[config.mk]
export PLATFORM = sky130hd
export DESIGN_NAME = gcd_lcm_coproc
export DESIGN_NICKNAME = d
export VERILOG_FILES = /design/src/rtl/gcd_lcm_coproc.sv
export SDC_FILE = /design/constraint.sdc
export NUM_CORES = 1
export LEC_CHECK = 0
export ABC_AREA = 1
export CAP_MARGIN = 10
export CORE_AREA = 2 2 205 258
export CTS_BUF_LIST = sky130_fd_sc_hd__clkbuf_16
export DETAILED_ROUTE_END_ITERATION = 8
export DIE_AREA = 0 0 207 260
export DONT_BUFFER_PORTS = 1
export MAX_ROUTING_LAYER = met4
export PLACE_DENSITY = 0.47
export SYNTH_ARGS = -nofsm -noshare
export SYNTH_HDL_FRONTEND = slang
export SYNTH_SLANG_ARGS = --single-unit
[constraint.sdc]
create_clock -name clk -period 7.7 [get_ports clk]
set_clock_uncertainty 0.15 [all_clocks]
set_input_delay 0.77 -clock clk [delete_from_list [all_inputs] [get_ports clk]]
set_output_delay 0.77 -clock clk [all_outputs]
set_load 0.05 [all_outputs]
[src/rtl/gcd_lcm_coproc.sv]
// GCD/LCM coprocessor: binary (Stein) GCD, then LCM as (A / gcd) * B using
// a 16-cycle restoring divider followed by a 16-cycle shift-add multiplier.
module gcd_lcm_coproc (
    input  logic        clk,
    input  logic        reset,
    input  logic        start,
    input  logic        op,
    input  logic [31:0] wdata,
    output logic        busy,
    output logic        done,
    output logic [31:0] ans
);

    localparam logic [2:0] StIdle  = 3'd0;
    localparam logic [2:0] StStrip = 3'd1;
    localparam logic [2:0] StLoop  = 3'd2;
    localparam logic [2:0] StFix   = 3'd3;
    localparam logic [2:0] StDiv   = 3'd4;
    localparam logic [2:0] StMul   = 3'd5;
    localparam logic [2:0] StDone  = 3'd6;

    logic [2:0]  state_q, state_d;
    logic        op_q, op_d;
    logic [15:0] opa_q, opa_d;
    logic [15:0] opb_q, opb_d;
    logic [15:0] a_q, a_d;
    logic [15:0] b_q, b_d;
    logic [4:0]  k_q, k_d;
    logic [15:0] g_q, g_d;
    logic [15:0] rem_q, rem_d;
    logic [15:0] quo_q, quo_d;
    logic [31:0] prod_q, prod_d;
    logic [31:0] mcand_q, mcand_d;
    logic [3:0]  cnt_q, cnt_d;
    logic [31:0] ans_q, ans_d;

    logic [15:0] g_calc;
    logic [16:0] rem_shift;
    logic [16:0] rem_sub;
    logic [31:0] prod_sum;

    assign g_calc    = a_q << k_q;
    assign rem_shift = {rem_q, quo_q[15]};
    assign rem_sub   = rem_shift - {1'b0, g_q};
    assign prod_sum  = prod_q + (quo_q[0] ? mcand_q : 32'd0);

    assign busy = (state_q != StIdle);
    assign done = (state_q == StDone);
    assign ans  = ans_q;

    always_comb begin
        state_d = state_q;
        op_d    = op_q;
        opa_d   = opa_q;
        opb_d   = opb_q;
        a_d     = a_q;
        b_d     = b_q;
        k_d     = k_q;
        g_d     = g_q;
        rem_d   = rem_q;
        quo_d   = quo_q;
        prod_d  = prod_q;
        mcand_d = mcand_q;
        cnt_d   = cnt_q;
        ans_d   = ans_q;
        case (state_q)
            StIdle: begin
                if (start) begin
                    op_d  = op;
                    opa_d = wdata[31:16];
                    opb_d = wdata[15:0];
                    a_d   = wdata[31:16];
                    b_d   = wdata[15:0];
                    k_d   = 5'd0;
                    if (wdata[31:16] == 16'd0 || wdata[15:0] == 16'd0) begin
                        // gcd(0,x) = x, lcm with a zero operand = 0
                        ans_d   = op ? 32'd0 : {16'd0, wdata[31:16] | wdata[15:0]};
                        state_d = StDone;
                    end else begin
                        state_d = StStrip;
                    end
                end
            end
            StStrip: begin
                if (!a_q[0] && !b_q[0]) begin
                    a_d = a_q >> 1;
                    b_d = b_q >> 1;
                    k_d = k_q + 5'd1;
                end else begin
                    state_d = StLoop;
                end
            end
            StLoop: begin
                if (a_q == b_q) begin
                    state_d = StFix;
                end else if (!a_q[0]) begin
                    a_d = a_q >> 1;
                end else if (!b_q[0]) begin
                    b_d = b_q >> 1;
                end else if (a_q > b_q) begin
                    a_d = (a_q - b_q) >> 1;
                end else begin
                    b_d = (b_q - a_q) >> 1;
                end
            end
            StFix: begin
                if (!op_q) begin
                    ans_d   = {16'd0, g_calc};
                    state_d = StDone;
                end else begin
                    g_d     = g_calc;
                    quo_d   = opa_q;
                    rem_d   = 16'd0;
                    cnt_d   = 4'd0;
                    state_d = StDiv;
                end
            end
            StDiv: begin
                if (rem_shift >= {1'b0, g_q}) begin
                    rem_d = rem_sub[15:0];
                    quo_d = {quo_q[14:0], 1'b1};
                end else begin
                    rem_d = rem_shift[15:0];
                    quo_d = {quo_q[14:0], 1'b0};
                end
                cnt_d = cnt_q + 4'd1;
                if (cnt_q == 4'd15) begin
                    prod_d  = 32'd0;
                    mcand_d = {16'd0, opb_q};
                    state_d = StMul;
                end
            end
            StMul: begin
                prod_d  = prod_sum;
                mcand_d = mcand_q << 1;
                quo_d   = quo_q >> 1;
                cnt_d   = cnt_q + 4'd1;
                if (cnt_q == 4'd15) begin
                    ans_d   = prod_sum;
                    state_d = StDone;
                end
            end
            StDone: state_d = StIdle;
            default: state_d = StIdle;
        endcase
    end

    always_ff @(posedge clk) begin
        if (reset) begin
            state_q <= StIdle;
            op_q    <= 1'b0;
            opa_q   <= 16'd0;
            opb_q   <= 16'd0;
            a_q     <= 16'd0;
            b_q     <= 16'd0;
            k_q     <= 5'd0;
            g_q     <= 16'd0;
            rem_q   <= 16'd0;
            quo_q   <= 16'd0;
            prod_q  <= 32'd0;
            mcand_q <= 32'd0;
            cnt_q   <= 4'd0;
            ans_q   <= 32'd0;
        end else begin
            state_q <= state_d;
            op_q    <= op_d;
            opa_q   <= opa_d;
            opb_q   <= opb_d;
            a_q     <= a_d;
            b_q     <= b_d;
            k_q     <= k_d;
            g_q     <= g_d;
            rem_q   <= rem_d;
            quo_q   <= quo_d;
            prod_q  <= prod_d;
            mcand_q <= mcand_d;
            cnt_q   <= cnt_d;
            ans_q   <= ans_d;
        end
    end

endmodule

# Word level (Yosys, flattened, before mapping)
# Cells that the tools add are included.
# Widths: inputs -> output; s select.
# word_totals
input_bits	36
output_inout_bits	34
ff_bits	221
word_cells	121
# op_classes
addsub	6
n_bitwise	1
mux	44
shifts	1
n_eq_ne	22
reduce_logical	29
n_lt_le_gt_ge	2
# op_table
op	n
$mux 16	16
$mux 32	7
$pmux 16 s3	3
$pmux 32 s2	2
$pmux 32 s3	1
$sub 16x16->16	3
$add 32x32->32	1
$logic_not 16->1	2
$pmux 16 s2	1
$ne 2x2->1 const B	11
$mux 3	6
$pmux 3 s6	1
$ge 17x16->1	1
$eq 16x16->1	1
$gt 16x16->1	1
$or 16x16->16	1
$shl 16x5->16	1
$reduce_and 5->1	3
$reduce_and 2->1	6
$reduce_and 6->1	2
$reduce_bool 3->1	4
$mux 5	2
$pmux 5 s2	1
$eq 3x3->1 const B	3
other kinds (18)	25

# Logic depth before layout (Yosys ltp)
# Gate-level depths: netlist of the first run.
# logic_depth
depth_word	6
ltp_mapped	19
ltp_nobuf	17

# Worst setup path before layout of the first run
# Ideal clock, no wire load.
# synth_path
path_type	register to register
start	register quo_q[0]
end	register ans_q[15] (netlist: ans[15])
path_buffers	2
required_ns	7.432
period_less_slack_ns	2.561
t_arrival_ns	2.293
path_slack_ns	5.139
path_stages_with_launch	15
path_cell_list	dfxtp_1 clkbuf_1 clkbuf_1 nand2_1 inv_1 ha_1 or2_2 nand3_1 nand2_1 nand2_1 nand2_1 or2_2 nand3_1 nand3_1 nor2b_1
# synth_between
elab_chain_len	4
# synth_lines
element	line_no	rtl
start: declaration	31	logic [15:0] quo_q, quo_d;
start signal: assignment	174	quo_q <= quo_d;
$mux 32	45	assign prod_sum = prod_q + (quo_q[0] ? mcand_q : 32'd0);
$add 32x32->32	45	
$mux 32	138	if (cnt_q == 4'd15) begin
$pmux 32 s3	66	case (state_q)
end signal: assignment	178	ans_q <= ans_d;
end: declaration	35	logic [31:0] ans_q, ans_d;
# No other way between the ends. The select of a mux whose other input is x is not followed.
# A chain may end at the register's enable or synchronous reset.

# Worst setup path in the final report of the first run
# layout_path
start	register b_q[0]
end	register b_q[14]
# layout_between
elab_chain_len	6
# layout_lines
element	line_no	rtl
start: declaration	27	logic [15:0] b_q, b_d;
start signal: assignment	155	b_q <= 16'd0;
start signal: assignment	170	b_q <= b_d;
$sub 16x16->16	103	b_d = (b_q - a_q) >> 1;
$mux 16	100	end else if (a_q > b_q) begin
$mux 16	98	end else if (!b_q[0]) begin
$mux 16	96	end else if (!a_q[0]) begin
$mux 16	94	if (a_q == b_q) begin
$pmux 16 s3	66	
# Several ways; a longest one is shown, not always the timed one. The select of a mux whose other input is x is not followed.

==> flow_metrics.tcl, run 1 <==
set metrics [dict create \
    hold_viol_final 0 \
    ant_nets 0 \
    required_ps 8010 \
    crit_type "reg -> reg" \
    endpoint_kind "register" \
    drtIter0Drc 966 \
    cts_made_buffers 27 \
    min_path_type "in -> reg" \
    num_rows 93 \
    dp.cells 3112 \
    rsz0062_at_grt "false" \
    synth_seq_area_share_pct 28.94 \
    cts_tree "done" \
    setup_viol 0 \
    pin_count 70 \
    cts-root-buf "clkbuf_16" \
    critPathMostFrequentCell "nand2_1" \
    r2r-start "b_q[0]" \
    arrival_ps 3640 \
    finalCriticalPeriod_ps 3331 \
    drt-vias-per-instance 4.933 \
    avgSynthCellArea_um2 6.028 \
    grt_pass1_wl_um 87420 \
    port_buffers 0 \
    vdd_drop_max_mv 0.2368 \
    worstMarginPinSlew_ps 1086 \
    start_util_pct 29.86 \
    max_cap_violations 0 \
    synth_cell_type_count 45 \
    cp_max_fo 29 \
    setup_tns_ps 0 \
    place_hpwl_um 43100 \
    multi_input_area_mm2 0.009090 \
    grt_max_degree 111 \
    post_cts_resized 0 \
    final-seq-area_mm2 0.004424 \
    areaGrowthSynthToFinish_pct 8.521 \
    wl_per_cell_um 17.81 \
    max_freq_ghz 0.3002 \
    grt_pass1_vias 14990 \
    fp.dieH_um 260 \
    grtUsageTotal_pct 21.12 \
    htree_levels 1 \
    ys_ff_latch 221 \
    slew_violations 0 \
    final_common_cell "nand2_1" \
    hold_buffers 0 \
    dieWidth_um 207 \
    dieArea_mm2 0.05382 \
    gp_congestion 0.9647 \
    synth_warnings 0 \
    cp_top_family "simple AND/OR/NAND/NOR gates" \
    syn_area_mm2 0.01529 \
    postCtsSetupRepairBufs 0 \
    p_per_area_mw_per_mm2 382.2 \
    clk_latency_ps 590 \
    slowest_delay_ps 580 \
    hp-start "reset" \
    cp_cell_sequence "clkinv_1 -> ha_1 -> nor3_1 -> nand2_1 -> nor2_1 -> nand2_1 -> nand2_2 -> inv_2 -> nand2_2 -> inv_2 -> nand2_2 -> nand2_1 -> nand2_1 -> a21oi_1" \
    gr-total-overflow 0 \
    remaining_drc_errors 0 \
    dr.pass1.iters 6 \
    fillers 5850 \
    drive_above_1_share_pct 3.488 \
    wl_um 56300 \
    clk_pin_slew_ps 60 \
    period_share_pct 43.26 \
    crit_path_start "b_q[0]" \
    cp_slowest_cell "clkinv_1" \
    cts.path.max_buffers 3 \
    grt_antenna_before_repair 1 \
    netlist_instances 2536 \
    vias 15590 \
    max_slew_margin_pct 27.30 \
    p_leak_uw 0.007963 \
    nNetsFinal 2598 \
    cp-start-kind "register" \
    path_buf_inv 3 \
    most-common-layout-cells "801 x nand2_1, 356 x inv_1, 255 x a21oi_1" \
    cts_sinks 221 \
    status "finished clean" \
    coreArea_mm2 0.05120 \
    fin_cells 3160 \
    syn-num-nets 2658 \
]
-- final timing paths --
kind,slack (ps),depth (start not counted),to
hold reg to reg,310,2,mcand_q[31]
setup / recovery,4370,14,b_q[14]
hold / removal,100,1,mcand_q[31]
setup reg to reg,4370,14,b_q[14]
-- flip-flops by register name (all words and copies together) (netlist names) --
signal,flops
quo_q,16
g_q,16
prod_q,32
state_q,3
opa_q,16
opb_q,16
a_q,16
rem_q,16
cnt_q,4
ans,32
op_q,1
mcand_q,32
k_q,5
b_q,16
-- cell type report --
| type | instances | area share (%) |
|---|---|---|
| clock buffers | 27 | 4.073 |
| well taps | 665 | 5.016 |
| multi-input cells | 1854 | 54.80 |
| diodes | 1 | 0.01509 |
| repair buffers | 8 | 0.3620 |
| inverters | 364 | 8.237 |
| clock inverters | 20 | 0.8297 |
| flip-flops and latches | 221 | 26.67 |
-- kinds of logic after synthesis --
group / synth area share, %
compound gates: 18.83
xor+xnor: 1.261
fa+ha+maj: 7.236
buf+inv: 11.66
flops: 28.94
simple gates: 32.07
-- routing by layer --
metal  track usage (%)  vias to the layer above  routed length (um)
met1             24.80                     7100               24100
met4             7.877                        0                2110
li1                  -                     8011                   -
met3             3.562                       95                3254
met2             36.17                      381               26830
met5                 -                        -                   0
-- per-stage QoR --
stage	power, uW	hold slack, ps	instance area (um^2)	utilization, %	setup slack (ps)
after global placement	5146	296.1	15770	30.81	4451
final	6340	100.2	16590	32.40	4369
after global routing	6859	85.16	16590	32.40	4052
after detailed placement	5140	300.9	15770	30.81	4385
after CTS	6376	87.39	16590	32.39	4394
after floorplan	4162	289.5	15290	-	5139
-- Yosys cell counts, drive strengths merged --
cell	n	area (um^2)
xor2	16	140.1
a41oi	1	8.760
o21a	1	7.510
o21ai	190	950.9
nor3b	1	7.510
and3	1	6.260
nand3	134	685.7
clkinv	1	3.750
a211oi	23	172.7
nand4	14	87.58
o211a	1	10.01
a221oi	2	17.52
nor2b	2	12.51
o211ai	3	22.52
a31oi	18	112.6
nand3b	12	90.09
fa	4	80.08
ha	82	1026
a21oi	259	1308
o2111ai	1	8.760
nand2	811	3069
nor2	197	749.5
nor3	24	125.1
or2	6	37.54
a22oi	1	7.510
inv	363	1363
clkbuf	70	264.0
o22ai	33	206.5
buf	27	152.6
o21bai	5	37.54
and2	5	31.28
dfxtp	221	4424
xnor2	6	52.55
a21boi	1	7.510
-- power by group --
part	internal, uW	switching (uW)	leakage, uW
registers	1390	549	0.00180
clock network	669	531	0.000417
logic	910	2300	0.00575
No activity file was read; power rests on OpenSTA's default activity.
==> inputs of run 2 (changes only) <==
==> constraint.sdc (replaced) <==
create_clock -name clk -period 3.2 [get_ports clk]
set_clock_uncertainty 0.15 [all_clocks]
set_input_delay 0.32 -clock clk [delete_from_list [all_inputs] [get_ports clk]]
set_output_delay 0.32 -clock clk [all_outputs]
set_load 0.05 [all_outputs]
==> flow_metrics.tcl, run 2 (synthesized netlist as in run 1, its figures left out) <==
set metrics [dict create \
    grt_antenna_before_repair 1 \
    fp.dieH_um 260 \
    gr-total-overflow 0 \
    crit_type "reg -> reg" \
    arrival_ps 3320 \
    critPathMostFrequentCell "nand2_1" \
    grt_max_degree 110 \
    required_ps 3550 \
    cts.path.max_buffers 3 \
    postCtsSetupRepairBufs 0 \
    cp_slowest_cell "dfxtp_2" \
    coreArea_mm2 0.05120 \
    grtUsageTotal_pct 22.04 \
    pin_count 70 \
    period_share_pct 92.89 \
    cts-root-buf "clkbuf_16" \
    p_int_uw 7653 \
    start_util_pct 29.86 \
    dieArea_mm2 0.05382 \
    setup_viol 0 \
    final_util_pct 34.13 \
    num_rows 93 \
    multi_input_area_mm2 0.009090 \
    setup_tns_ps 0 \
    grt_pass1_wl_um 90080 \
    rsz0062_at_grt "false" \
    max_freq_ghz 0.3364 \
    final_common_cell "nand2_1" \
    hold_viol_final 3 \
    cp_cell_sequence "inv_1 -> ha_1 -> fa_1 -> inv_1 -> nand3_1 -> nand2_1 -> nand2_1 -> nand2_1 -> nand2_1 -> nand2_2 -> nand2_1 -> nand2_1 -> nand2_2 -> buf_4 -> nor2_1 -> nand2_1 -> a21oi_1" \
    p_comb_share_pct 51.7 \
    finalCriticalPeriod_ps 2973 \
    sw_frac_of_total_pct 51.92 \
    p_clk_share_pct 19.6 \
    port_buffers 0 \
    max_slew_margin_pct 39.14 \
    wl_per_cell_um 18.20 \
    ant_nets 0 \
    grt_pass1_vias 15420 \
    clk_pin_slew_ps 60 \
    max_cap_violations 0 \
    remaining_drc_errors 0 \
    cts_sinks 221 \
    drt-vias-per-instance 4.928 \
    dr.pass1.iters 7 \
    htree_levels 1 \
    fillers 5766 \
    power.switching_uw 8265 \
    vias 16020 \
    cts_made_buffers 27 \
    cp_max_fo 14 \
    slowest_delay_ps 400 \
    clk_latency_ps 590 \
    vdd_drop_max_mv 0.5701 \
    violations "negative hold slack" \
    gp_congestion 0.9638 \
    p_leak_uw 0.008395 \
    nNetsFinal 2685 \
    cp-start-kind "register" \
    p_per_area_mw_per_mm2 911.1 \
    dieWidth_um 207 \
    p_seq_share_pct 28.7 \
    worstMarginPinSlew_ps 909.6 \
    cts_tree "done" \
    worst_hold_slack_ps -14.90 \
    min_path_type "in -> reg" \
    wl_um 59150 \
    drive_above_1_share_pct 5.614 \
    status "finished, violations left" \
    final-seq-area_mm2 0.004427 \
    areaGrowthSynthToFinish_pct 14.30 \
    endpoint_kind "register" \
    most-common-layout-cells "801 x nand2_1, 353 x inv_1, 255 x a21oi_1" \
    slew_violations 0 \
    drtIter0Drc 989 \
    place_hpwl_um 45560 \
]
-- run 2: area by class of cell --
type | count | area share (%)
well taps | 665 | 4.762
inverters | 364 | 7.827
diodes | 2 | 0.02865
clock inverters | 22 | 1.167
repair buffers | 95 | 4.984
clock buffers | 27 | 3.867
flip-flops and latches | 221 | 25.34
multi-input cells | 1854 | 52.03
-- run 2: critical path, delay by kind of cell, from the launching register on --
kind                       cells  cell delay, ps
and+or+nand+nor               11            1150
adders and majority gates      2             610
buffers and inverters          3             470
DFF                            1             400
AOI/OAI and AO/OA              1             120
-- run 2: metal layers --
layer | wire length [um] | GRT usage [%] | vias up
li1 | - | - | 8208
met1 | 25280 | 26.30 | 7310
met2 | 28620 | 37.85 | 403
met3 | 3135 | 2.910 | 95
met4 | 2120 | 8.175 | 0
met5 | 0 | - | -
-- run 2: timing repair --
action                                  CTS  global route
hold endpoints to repair                151             0
endpoints found under the setup margin    0            20
gates resized for setup                   0             3
hold buffers                             36             0
-- run 2: worst paths after layout --
path | slack [ps] | end | depth (start not counted) | start
max | 230 | a_q[11] | 17 | a_q[0]
min | -10 | prod_q[29] | 2 | reset
max reg2reg | 230 | a_q[11] | 17 | a_q[0]
min reg2reg | 320 | prod_q[0] | 2 | prod_q[0]
-- run 2: power by group through the flow --
stage	logic (uW)	clock network [uW]	registers, uW
after floorplan	5630	0	4380
after global placement	8070	0	4620
after detailed placement	8080	0	4630
after CTS	8200	3210	4570
after global routing	9210	3310	4650
final	8230	3120	4570
-- run 2: metrics by stage --
stage	total power (uW)	area (um^2)	setup slack, ps	cells	hold WS, ps
4_1_cts	15980	17460	115.6	3248	2.716
3_3_place_gp	12700	16210	123.4	3163	256.4
2_1_floorplan	10020	15290	639.4	2536	289.5
3_5_place_dp	12700	16210	125.9	3163	258.5
6_report	15920	17470	227.4	3250	-14.90
5_1_grt	17170	17470	59.09	3250	54.72
==> inputs of run 3 (changes only) <==
--- a/config.mk
+++ b/config.mk
@@ -7,10 +7,10 @@
 export LEC_CHECK = 0
 export ABC_AREA = 1
 export CAP_MARGIN = 10
-export CORE_AREA = 2 2 205 258
+export CORE_AREA = 2 2 229 231
 export CTS_BUF_LIST = sky130_fd_sc_hd__clkbuf_16
 export DETAILED_ROUTE_END_ITERATION = 8
-export DIE_AREA = 0 0 207 260
+export DIE_AREA = 0 0 231 233
 export DONT_BUFFER_PORTS = 1
 export MAX_ROUTING_LAYER = met4
 export PLACE_DENSITY = 0.47
==> flow_metrics.tcl, run 3 (synthesized netlist as in run 1, its figures left out) <==
set metrics [dict create \
    cp_max_fo 10 \
    dieWidth_um 231 \
    cts-root-buf "clkbuf_16" \
    num_rows 83 \
    cp_num_cells 16 \
    period_share_pct 89.52 \
    arrival_ps 3220 \
    required_ps 3550 \
    p_int_uw 7654 \
    grt_max_degree 110 \
    clk_pin_slew_ps 70 \
    htree_levels 1 \
    cts_tree "done" \
    start_util_pct 29.92 \
    p_seq_share_pct 28.6 \
    hold_viol_final 0 \
    wl_per_cell_um 17.70 \
    rsz0062_at_grt "false" \
    remaining_drc_errors 0 \
    port_buffers 0 \
    most-common-layout-cells "801 x nand2_1, 354 x inv_1, 255 x a21oi_1" \
    layout_setup_ws_ps 335.4 \
    rr_worst_depth 16 \
    path_buf_inv 3 \
    min_path_type "in -> reg" \
    post_cts_resized 0 \
    setup_tns_ps 0 \
    max_freq_ghz 0.3491 \
    worstMarginPinSlew_ps 925.5 \
    vias 16300 \
    max_slew_margin_pct 37.65 \
    p_comb_share_pct 50.8 \
    drtIter0Drc 1331 \
    grtUsageTotal_pct 21.84 \
    drive_above_1_share_pct 4.797 \
    fp.dieH_um 233 \
    p_per_area_mw_per_mm2 917.8 \
    endpoint_kind "register" \
    final_common_cell "nand2_1" \
    crit_type "reg -> reg" \
    grt_pass1_vias 15440 \
    coreArea_mm2 0.05109 \
    clk_latency_ps 580 \
    areaGrowthSynthToFinish_pct 13.56 \
    grt_pass1_wl_um 89330 \
    dr.pass1.iters 6 \
    status "finished clean" \
    setup_viol 0 \
    max_cap_violations 0 \
    pin_count 70 \
    slew_violations 0 \
    p_clk_share_pct 20.6 \
    gr-total-overflow 0 \
    ant_nets 0 \
    place_hpwl_um 43380 \
    cp_slowest_cell "fa_1" \
    p_leak_uw 0.008315 \
    slowest_delay_ps 370 \
    critPathMostFrequentCell "nand2_1" \
    postCtsSetupRepairBufs 0 \
    power.switching_uw 8279 \
    cp_cell_sequence "inv_1 -> ha_1 -> fa_1 -> inv_1 -> nand3_1 -> nand2_1 -> nand2_1 -> nand2_1 -> nand2_1 -> nand2_2 -> nand3_2 -> inv_1 -> nand2_1 -> nand2_1 -> nand2_1 -> a21oi_1" \
    vdd_drop_max_mv 0.5543 \
    dieArea_mm2 0.05382 \
    finalCriticalPeriod_ps 2865 \
    cts_made_buffers 28 \
    sw_frac_of_total_pct 51.96 \
    grt_antenna_before_repair 6 \
    fin_cells 3248 \
    cts_sinks 221 \
    hold_buffers 34 \
    nNetsFinal 2664 \
    cp-start-kind "register" \
    wl_um 57480 \
    drt-vias-per-instance 5.018 \
    hold_depth 3 \
    cp_top_family "simple AND/OR/NAND/NOR gates" \
    cts.path.max_buffers 3 \
    gp_congestion 0.9448 \
    dp.cells 3158 \
    pre_cts_ws_ps 387.6 \
]
-- run 3: cell type report --
class,count,area (um^2)
fill,5778,33730
multi-input combinational,1854,9090
sequential,221,4424
inverter,364,1366
tap,680,850.8
clock buffer,28,700.7
timing repair buffer,73,675.6
clock inverter,24,241.5
antenna,4,10.01
-- run 3: metrics by stage --
step                      hold slack (ps)  instance area [um^2]  power, uW  util, %
after floorplan                     289.5                 15290      10020        -
after global placement              261.8                 16050      12520    31.41
after detailed placement            258.6                 16050      12500    31.41
after CTS                           28.15                 17350      15920    33.96
after global routing                69.71                 17360      17180    33.97
final                               52.91                 17360      15930    33.97
-- run 3: final timing paths --
| kind | from | to | slack [ps] |
|---|---|---|---|
| setup / recovery | a_q[0] | a_q[12] | 340 |
| hold / removal | reset | b_q[8] | 50 |
| setup reg to reg | a_q[0] | a_q[12] | 340 |
| hold reg to reg | mcand_q[31] | mcand_q[31] | 310 |
-- run 3: routing by layer --
| layer | global-route usage (%) | up-vias | wire length (um) |
|---|---|---|---|
| li1 | - | 8161 | - |
| met1 | 29.53 | 7530 | 27240 |
| met2 | 33.85 | 521 | 24960 |
| met3 | 3.395 | 88 | 3692 |
| met4 | 5.685 | 0 | 1585 |
| met5 | - | - | 0 |
-- run 3: power groups by stage --
stage                     Combinational, uW  Clock (uW)  Sequential, uW
final                                  8100        3280            4550
after global placement                 7920           0            4600
after floorplan                        5630           0            4380
after global routing                   9080        3480            4620
after CTS                              8010        3360            4550
after detailed placement               7890           0            4600
-- run 3: tightest hold or removal path, cell delays in order --
cell,delay [ps]
inv_2,200
nand2_1,150
a21oi_1,30
